### config.mk
export PLATFORM = sky130hd
export DESIGN_NAME = hazard_ctrl
export DESIGN_NICKNAME = d
export VERILOG_FILES = /design/src/rtl/hazard_pkg.sv /design/src/rtl/md_stall_fsm.sv /design/src/rtl/hazard_ctrl.sv
export SDC_FILE = /design/constraint.sdc
export NUM_CORES = 1
export LEC_CHECK = 0
export ABC_AREA = 1
export CAP_MARGIN = 20
export CELL_PAD_IN_SITES_DETAIL_PLACEMENT = 0
export CELL_PAD_IN_SITES_GLOBAL_PLACEMENT = 1
export CORE_ASPECT_RATIO = 0.75
export CORE_MARGIN = 3
export CORE_UTILIZATION = 18
export CTS_CLUSTER_SIZE = 20
export DETAILED_ROUTE_END_ITERATION = 8
export GPL_ROUTABILITY_DRIVEN = 0
export PLACE_DENSITY_LB_ADDON = 0.1
export SYNTH_ARGS = -nofsm -noshare
export SYNTH_HDL_FRONTEND = slang
export SYNTH_HIERARCHICAL = 1
export SYNTH_SLANG_ARGS = --single-unit
### constraint.sdc
create_clock -name clk -period 1.6 [get_ports clk]
set_clock_uncertainty 0.2 [all_clocks]
set_input_delay 0.32 -clock clk [delete_from_list [all_inputs] [get_ports clk]]
set_output_delay 0.32 -clock clk [all_outputs]
set_load 0.01 [all_outputs]
### src/rtl/hazard_pkg.sv
// Shared definitions for the pipeline hazard controller.
//   FWD_*      : EX operand bypass select encodings
//   RES_LOAD   : ResultSrcE encoding that marks a load in EX
//   md_state_t : multi-cycle mul/div occupancy FSM states
//   fwd_sel    : bypass select for one EX source operand
package hazard_pkg;

    localparam logic [1:0] FWD_NONE = 2'b00;
    localparam logic [1:0] FWD_WB   = 2'b01;
    localparam logic [1:0] FWD_MEM  = 2'b10;
    localparam logic [1:0] RES_LOAD = 2'b01;

    typedef enum logic {
        IDLE = 1'b0,
        BUSY = 1'b1
    } md_state_t;

    // M has priority over W because it carries the younger result; x0 never forwards.
    function automatic logic [1:0] fwd_sel(
        input logic [4:0] rs,
        input logic [4:0] rd_m,
        input logic       we_m,
        input logic [4:0] rd_w,
        input logic       we_w
    );
        if (we_m && (rd_m != 5'd0) && (rd_m == rs)) begin
            return FWD_MEM;
        end else if (we_w && (rd_w != 5'd0) && (rd_w == rs)) begin
            return FWD_WB;
        end
        return FWD_NONE;
    endfunction

endpackage

### src/rtl/md_stall_fsm.sv
// Multi-cycle mul/div occupancy tracker: holds EX for MD_LATENCY cycles.
// Ports:
//   clk, reset (async, active-low)
//   MdStartE : EX holds a mul/div instruction
//   PCSrcE   : taken branch/jump in EX (kills a not-yet-started op)
//   mdHold   : EX must be held this cycle (combinational)
//   MdBusy   : FSM is in BUSY (decoded from the state register)
//   MdDoneE  : final EX cycle of the op (combinational)
module md_stall_fsm
    import hazard_pkg::*;
#(
    parameter int unsigned MD_LATENCY = 4
) (
    input  logic clk,
    input  logic reset,
    input  logic MdStartE,
    input  logic PCSrcE,
    output logic mdHold,
    output logic MdBusy,
    output logic MdDoneE
);

    localparam int unsigned CNT_W = $clog2(MD_LATENCY);
    localparam logic [CNT_W-1:0] CNT_LAST = CNT_W'(MD_LATENCY - 1);

    md_state_t        state, state_nxt;
    logic [CNT_W-1:0] cnt, cnt_nxt;

    // State and counter registers.
    always_ff @(posedge clk or negedge reset) begin
        if (!reset) begin
            state <= IDLE;
            cnt   <= '0;
        end else begin
            state <= state_nxt;
            cnt   <= cnt_nxt;
        end
    end

    // Next state, counter and hold/done decode.
    always_comb begin
        state_nxt = state;
        cnt_nxt   = cnt;
        mdHold    = 1'b0;
        MdDoneE   = 1'b0;
        unique case (state)
            IDLE: begin
                // A start that coincides with a redirect is a killed op.
                if (MdStartE && !PCSrcE) begin
                    state_nxt = BUSY;
                    cnt_nxt   = CNT_W'(1);
                    mdHold    = 1'b1;
                end
            end
            BUSY: begin
                // MdStartE is ignored here: it is the same held instruction.
                if (cnt == CNT_LAST) begin
                    state_nxt = IDLE;
                    cnt_nxt   = '0;
                    MdDoneE   = 1'b1;
                end else begin
                    cnt_nxt = cnt + CNT_W'(1);
                    mdHold  = 1'b1;
                end
            end
            default: begin
                state_nxt = IDLE;
                cnt_nxt   = '0;
            end
        endcase
    end

    assign MdBusy = (state == BUSY);

endmodule

### src/rtl/hazard_ctrl.sv
// Pipeline hazard controller: EX bypass selects, load-use stall,
// branch flush and multi-cycle mul/div hold of the EX stage.
// Ports:
//   clk, reset (async, active-low)
//   Rs1D/Rs2D, Rs1E/Rs2E/RdE, RdM/RdW : pipeline register specifiers
//   RegWriteM/RegWriteW               : pending writes in M and W
//   ResultSrcE, PCSrcE, MdStartE      : EX-stage control
//   ForwardAE/ForwardBE               : EX operand bypass selects
//   StallF/StallD/StallE, FlushD/FlushE/FlushM : pipeline register control
//   MdBusy, MdDoneE                   : mul/div status
module hazard_ctrl
    import hazard_pkg::*;
#(
    parameter int unsigned MD_LATENCY = 4
) (
    input  logic       clk,
    input  logic       reset,
    input  logic [4:0] Rs1D,
    input  logic [4:0] Rs2D,
    input  logic [4:0] Rs1E,
    input  logic [4:0] Rs2E,
    input  logic [4:0] RdE,
    input  logic [4:0] RdM,
    input  logic [4:0] RdW,
    input  logic       RegWriteM,
    input  logic       RegWriteW,
    input  logic [1:0] ResultSrcE,
    input  logic       PCSrcE,
    input  logic       MdStartE,
    output logic [1:0] ForwardAE,
    output logic [1:0] ForwardBE,
    output logic       StallF,
    output logic       StallD,
    output logic       StallE,
    output logic       FlushD,
    output logic       FlushE,
    output logic       FlushM,
    output logic       MdBusy,
    output logic       MdDoneE
);

    logic lw_stall;
    logic md_hold;

    // Operand bypass.
    assign ForwardAE = fwd_sel(Rs1E, RdM, RegWriteM, RdW, RegWriteW);
    assign ForwardBE = fwd_sel(Rs2E, RdM, RegWriteM, RdW, RegWriteW);

    // Load in EX feeding an instruction in D.
    assign lw_stall = (ResultSrcE == RES_LOAD) && (RdE != 5'd0)
                      && ((RdE == Rs1D) || (RdE == Rs2D));

    md_stall_fsm #(
        .MD_LATENCY (MD_LATENCY)
    ) u_md_fsm (
        .clk      (clk),
        .reset    (reset),
        .MdStartE (MdStartE),
        .PCSrcE   (PCSrcE),
        .mdHold   (md_hold),
        .MdBusy   (MdBusy),
        .MdDoneE  (MdDoneE)
    );

    // While EX is held the load bubble must not overwrite the held op,
    // so FlushE only fires for the load-use case when EX is free.
    assign StallF = lw_stall | md_hold;
    assign StallD = lw_stall | md_hold;
    assign StallE = md_hold;
    assign FlushD = PCSrcE;
    assign FlushE = PCSrcE | (lw_stall & ~md_hold);
    assign FlushM = md_hold;

endmodule

# == After elaboration in Yosys (flattened, before gate mapping) ==
# Index checks and enable logic that the tools add are counted.
# W data, S select, Z words.
# totals
latchBits,0
input_bits,43
elab_cells,49
rom_bits,0
mem_count,0
ff_bits,3
ram_bits,0
# classes
n_mux,18
mul,0
n_addsub,1
div,0
n_reduce_logical,14
order_cmp,0
shifts,0
eq_ne,9
n_bitwise,5
# op_table
operator,n
$eq A5 B5 Y1,6
$mux W2,8
$reduce_bool A5 Y1,3
$logic_and A1 B1 Y1,9
$mux W1,8
$pmux W2 S2,1
$add A2 B1 Y2 const B,1
$eq A2 B1 Y1 const B,1
$eq A2 B2 Y1 const B,1
$ne A2 B1 Y1 const B,1
$not A1 Y1,2
$or A1 B1 Y1,2
$pmux W1 S2,1
$and A1 B1 Y1,1
$logic_not A1 Y1,1
$logic_or A1 B1 Y1,1

# == Depth between registers and ports, before layout ==
# logic_depth
ltp_word,7
depth_mapped,9

# == Cells and area by module ==
# The synthesis kept the hierarchy.
# modules_own_cells
module,area_per_inst_um2,n_inst,cells_each,seq_area_each_um2
hazard_ctrl,536.8,1,101,0.0
md_stall_fsm,145.1,1,18,75.1

# == Worst setup path after synthesis ==
# No wires, ideal clock.
# synth_timing
path_type,register to output
start,reg u_md_fsm.cnt[0]
end,out StallF
path_stages_with_launch,8
path_buffers,1
t_required_ns,1.080
arrival_time_ns,1.371
setup_slack_ns,-0.291
cell_sequence,dfrtp_1 ha_1 nand2_1 inv_1 a21oi_1 inv_1 nand2_1 buf_4
# synth_between
elab_chain_cells,4
# synth_rtl
item,line,text
from (decl),md_stall_fsm.sv:27,"logic [CNT_W-1:0] cnt, cnt_nxt;"
from (signal assigned),md_stall_fsm.sv:36,cnt <= cnt_nxt;
$eq A2 B2 Y1,md_stall_fsm.sv:57,if (cnt == CNT_LAST) begin
$mux W1,md_stall_fsm.sv:57,
$pmux W1 S2,md_stall_fsm.sv:46,unique case (state)
net FlushM,hazard_ctrl.sv:37,"output logic FlushM,"
$or A1 B1 Y1,n/a,
to (decl),hazard_ctrl.sv:32,"output logic StallF,"
# The timed path passes the listed nets, and every way through them passes these cells.

# == Final worst setup path ==
# layout_timing
start,reg u_md_fsm.cnt[0]
end,out FlushE
# layout_between
elab_chain_cells,6
# layout_rtl
item,line,text
$eq A2 B2 Y1,md_stall_fsm.sv:57,
$mux W1,md_stall_fsm.sv:57,
$pmux W1 S2,md_stall_fsm.sv:46,
$not A1 Y1,hazard_ctrl.sv:71,assign FlushE = PCSrcE | (lw_stall & ~md_hold);
$and A1 B1 Y1,hazard_ctrl.sv:71,
$or A1 B1 Y1,hazard_ctrl.sv:71,
to (decl),hazard_ctrl.sv:36,"output logic FlushE,"
# No other way between the ends.

==> qor.yml <==
outcome: "finished with violations"
failed_checks: "setup timing"
dr.first_iter.drc_count: 24
synth-xor-area-share_pct: 28.3
synth_fa_ha_area_share_pct: 1.83
setup_slack_ns: -0.222
endpoint_kind: "output pin"
start_util_pct: 19.7
dr_total_vias: 933
synth_cells: 119
numCtsBuffers: 3
clock_path_buffers: 2
netlist_area_um2: 682
critical_path_buf_inv_count: 3
rr_endpoint: "u_md_fsm/MdBusy"
slowest_delay_ns: 0.37
core_um2: 3470
first_pass_iters: 4
ys_seq_elements: 3
drc_errors: 0
start_kind: "flop"
crit_top_cell: "inv_2"
overflow: 0
wl_um: 2270
synth-async-reset-ratio_pct: 100
crit_fanout: 2
final.period_utilization_pct: 114
r2r_setup_slack_ns: 0.33
finalPower_mw: 1.21
root_buffer: "clkbuf_8"
fin_setup_tns_ns: -0.922
die_x_um: 77.1
crit_chain: "ha_2, nand2_2, inv_2, a21oi_4, inv_2, nand3_2, nand2_1, buf_2"
critPathKind: "reg2out"
synth.mux.area_fraction_pct: 0
syn_area_per_cell_um2: 5.73
routed_via_density: 3.87
tightestPinTransition_ns: 0.176
die_area_um2: 4570
io_pins: 55
slew_viol_final: 0
max_freq_mhz: 549
synth_top_flop_cell: "dfrtp_1"
cp.depth: 8
ir_drop_mv: 0.391
area_growth_pct: 125
synth_compound_area_share_pct: 3.49
yosys.area_share.simple_pct: 41.7
rows: 18
synth_top_area_share_pct: 19.8
path_clk_slew_ns: 0.03
synthTopCellsByArea: "nand2_1 20%, xnor2_1 19%, dfrtp_1 11%"
nets: 236
maxCapViolations: 0
grt_pass1_vias: 946
cts.sinks: 3
num_antenna_cells: 0
yosys_warnings: 6
seq_area_frac_synth_pct: 11.0
n_fill_cell: 379
grt_pass1_wl_um: 3960
final_antenna_net_count: 0
synth.most_common_cell: "nand2_1"
critPathArrivalTime_ns: 1.30
r2r_cells: 6
grt_antenna_before_repair: 0
grt_max_degree: 6
setup.worst_path.start: "u_md_fsm/cnt[0]"
post_dp_cell_area_um2: 1390
slowest_stage: "dfrtp_1"
setup_violations: 8
synth_cell_types: 18
worstSkewPairLatency_ns: 0.21
post-synth-top-area-cell: "nand2_1"
worstPathRequired_ns: 1.08
drive_gt1_share_pct: 49.2
dp_hpwl_um: 2000
cts_tree: "built"
wl_per_cell_um: 9.44
crit_path_end: "FlushE"
power_density_nw_per_um2: 788
final_cell_area_um2: 1540
crit_family: "flip-flops"
numPortBuffers: 54
finalCriticalPeriod_ns: 1.82
rsz0062_at_grt: "yes"
die_h_um: 59.3
synth_edf_count: 0
cts_max_level: 1
relSlewSlack_pct: 88.2
hp-class: "in2async"
finalHoldViolCount: 0
synth_top_family_by_area: "simple AND/OR/NAND/NOR gates"
netlist_top_cells_count: "36 x nand2_1, 16 x nor2_1, 15 x xnor2_1"
r2r-start: "u_md_fsm/cnt[0]"
syn_nets: 163
leakage_nw: 0.823
grt_usage_pct: 10.4
[metrics by stage]
stage	hold WS (ns)	util, %	worst slack (ns)	instances
final	0.0869	44.3	-0.222	241
after floorplan	-0.176	-	0.00988	119
after global routing	0.0889	44.3	-0.332	241
after detailed placement	0.312	40.0	-0.894	234
after global placement	0.306	40.0	-0.894	234
after CTS	0.0864	41.3	-0.246	240
[area by class of cell]
class / count / area, um^2 / share of cell area, %
Clock buffer: 4 / 45.0 / 2.93
Multi-Input combinational cell: 94 / 669 / 43.6
Timing Repair Buffer: 71 / 612 / 39.9
Inverter: 19 / 71.3 / 4.65
Tap cell: 50 / 62.6 / 4.07
Sequential cell: 3 / 75.1 / 4.89
[worst min-delay path by stage]
stage | startpoint | endpoint | slack, ns | cells past startpoint
3_3_place_gp | reset | u_md_fsm/cnt[1] | 0.31 | 1
5_1_grt | reset | u_md_fsm/cnt[0] | 0.09 | 1
2_1_floorplan | reset | u_md_fsm/MdBusy | -0.18 | 0
4_1_cts | reset | u_md_fsm/cnt[0] | 0.09 | 1
6_report | reset | u_md_fsm/cnt[0] | 0.09 | 1
3_5_place_dp | reset | u_md_fsm/cnt[1] | 0.31 | 1
[what timing repair did]
item,4_1_cts,5_1_grt
pin swaps,35,29
cloned,0,0
gates resized for setup,172,46
setup endpoints to repair,12,10
buffers inserted,2,1
hold buffers,0,0
[routing by layer]
| metal | GRT usage [%] | share of wire, % |
|---|---|---|
| met5 | 0 | 0 |
| met4 | 2.28 | 0 |
| met3 | 2.89 | 9.3 |
| met2 | 17.7 | 46 |
| met1 | 13.4 | 45 |
[state kept, by name (all words and copies together) (netlist names)]
register	cells
u_md_fsm/MdBusy	1
u_md_fsm/cnt	2
[cell families (layout without fill, tap and decap cells)]
group,count (synthesis),after routing
AO/OA/AOI/OAI,4,4
XOR/XNOR,22,22
adder cells (fa/ha/maj),1,1
buffers and inverters,22,94
flip-flops,3,3
AND/OR/NAND/NOR,67,67
[cells in the final DEF (no fill, tap or decap), drive strengths merged]
| master | netlist | layout |
|---|---|---|
| dfrtp | 3 | 3 |
| nand2 | 36 | 36 |
| nand3b | 1 | 1 |
| o21ai | 3 | 3 |
| a21oi | 1 | 1 |
| nand3 | 9 | 9 |
| nor3 | 4 | 4 |
| dlygate4sd2 | 0 | 14 |
| clkdlybuf4s15 | 0 | 2 |
| nand4 | 1 | 1 |
| xor2 | 7 | 7 |
| clkbuf | 0 | 7 |
| nor2 | 16 | 16 |
| inv | 19 | 19 |
| buf | 3 | 49 |
| xnor2 | 15 | 15 |
| ha | 1 | 1 |
| clkdlybuf4s50 | 0 | 3 |
[power by group]
part | internal (mW) | switching [mW] | total, mW
Clock | 0.170 | 0.0457 | 0.215
Sequential | 0.117 | 0.0269 | 0.144
Combinational | 0.489 | 0.362 | 0.851
Note: power is estimated with default switching activity, not from simulation.
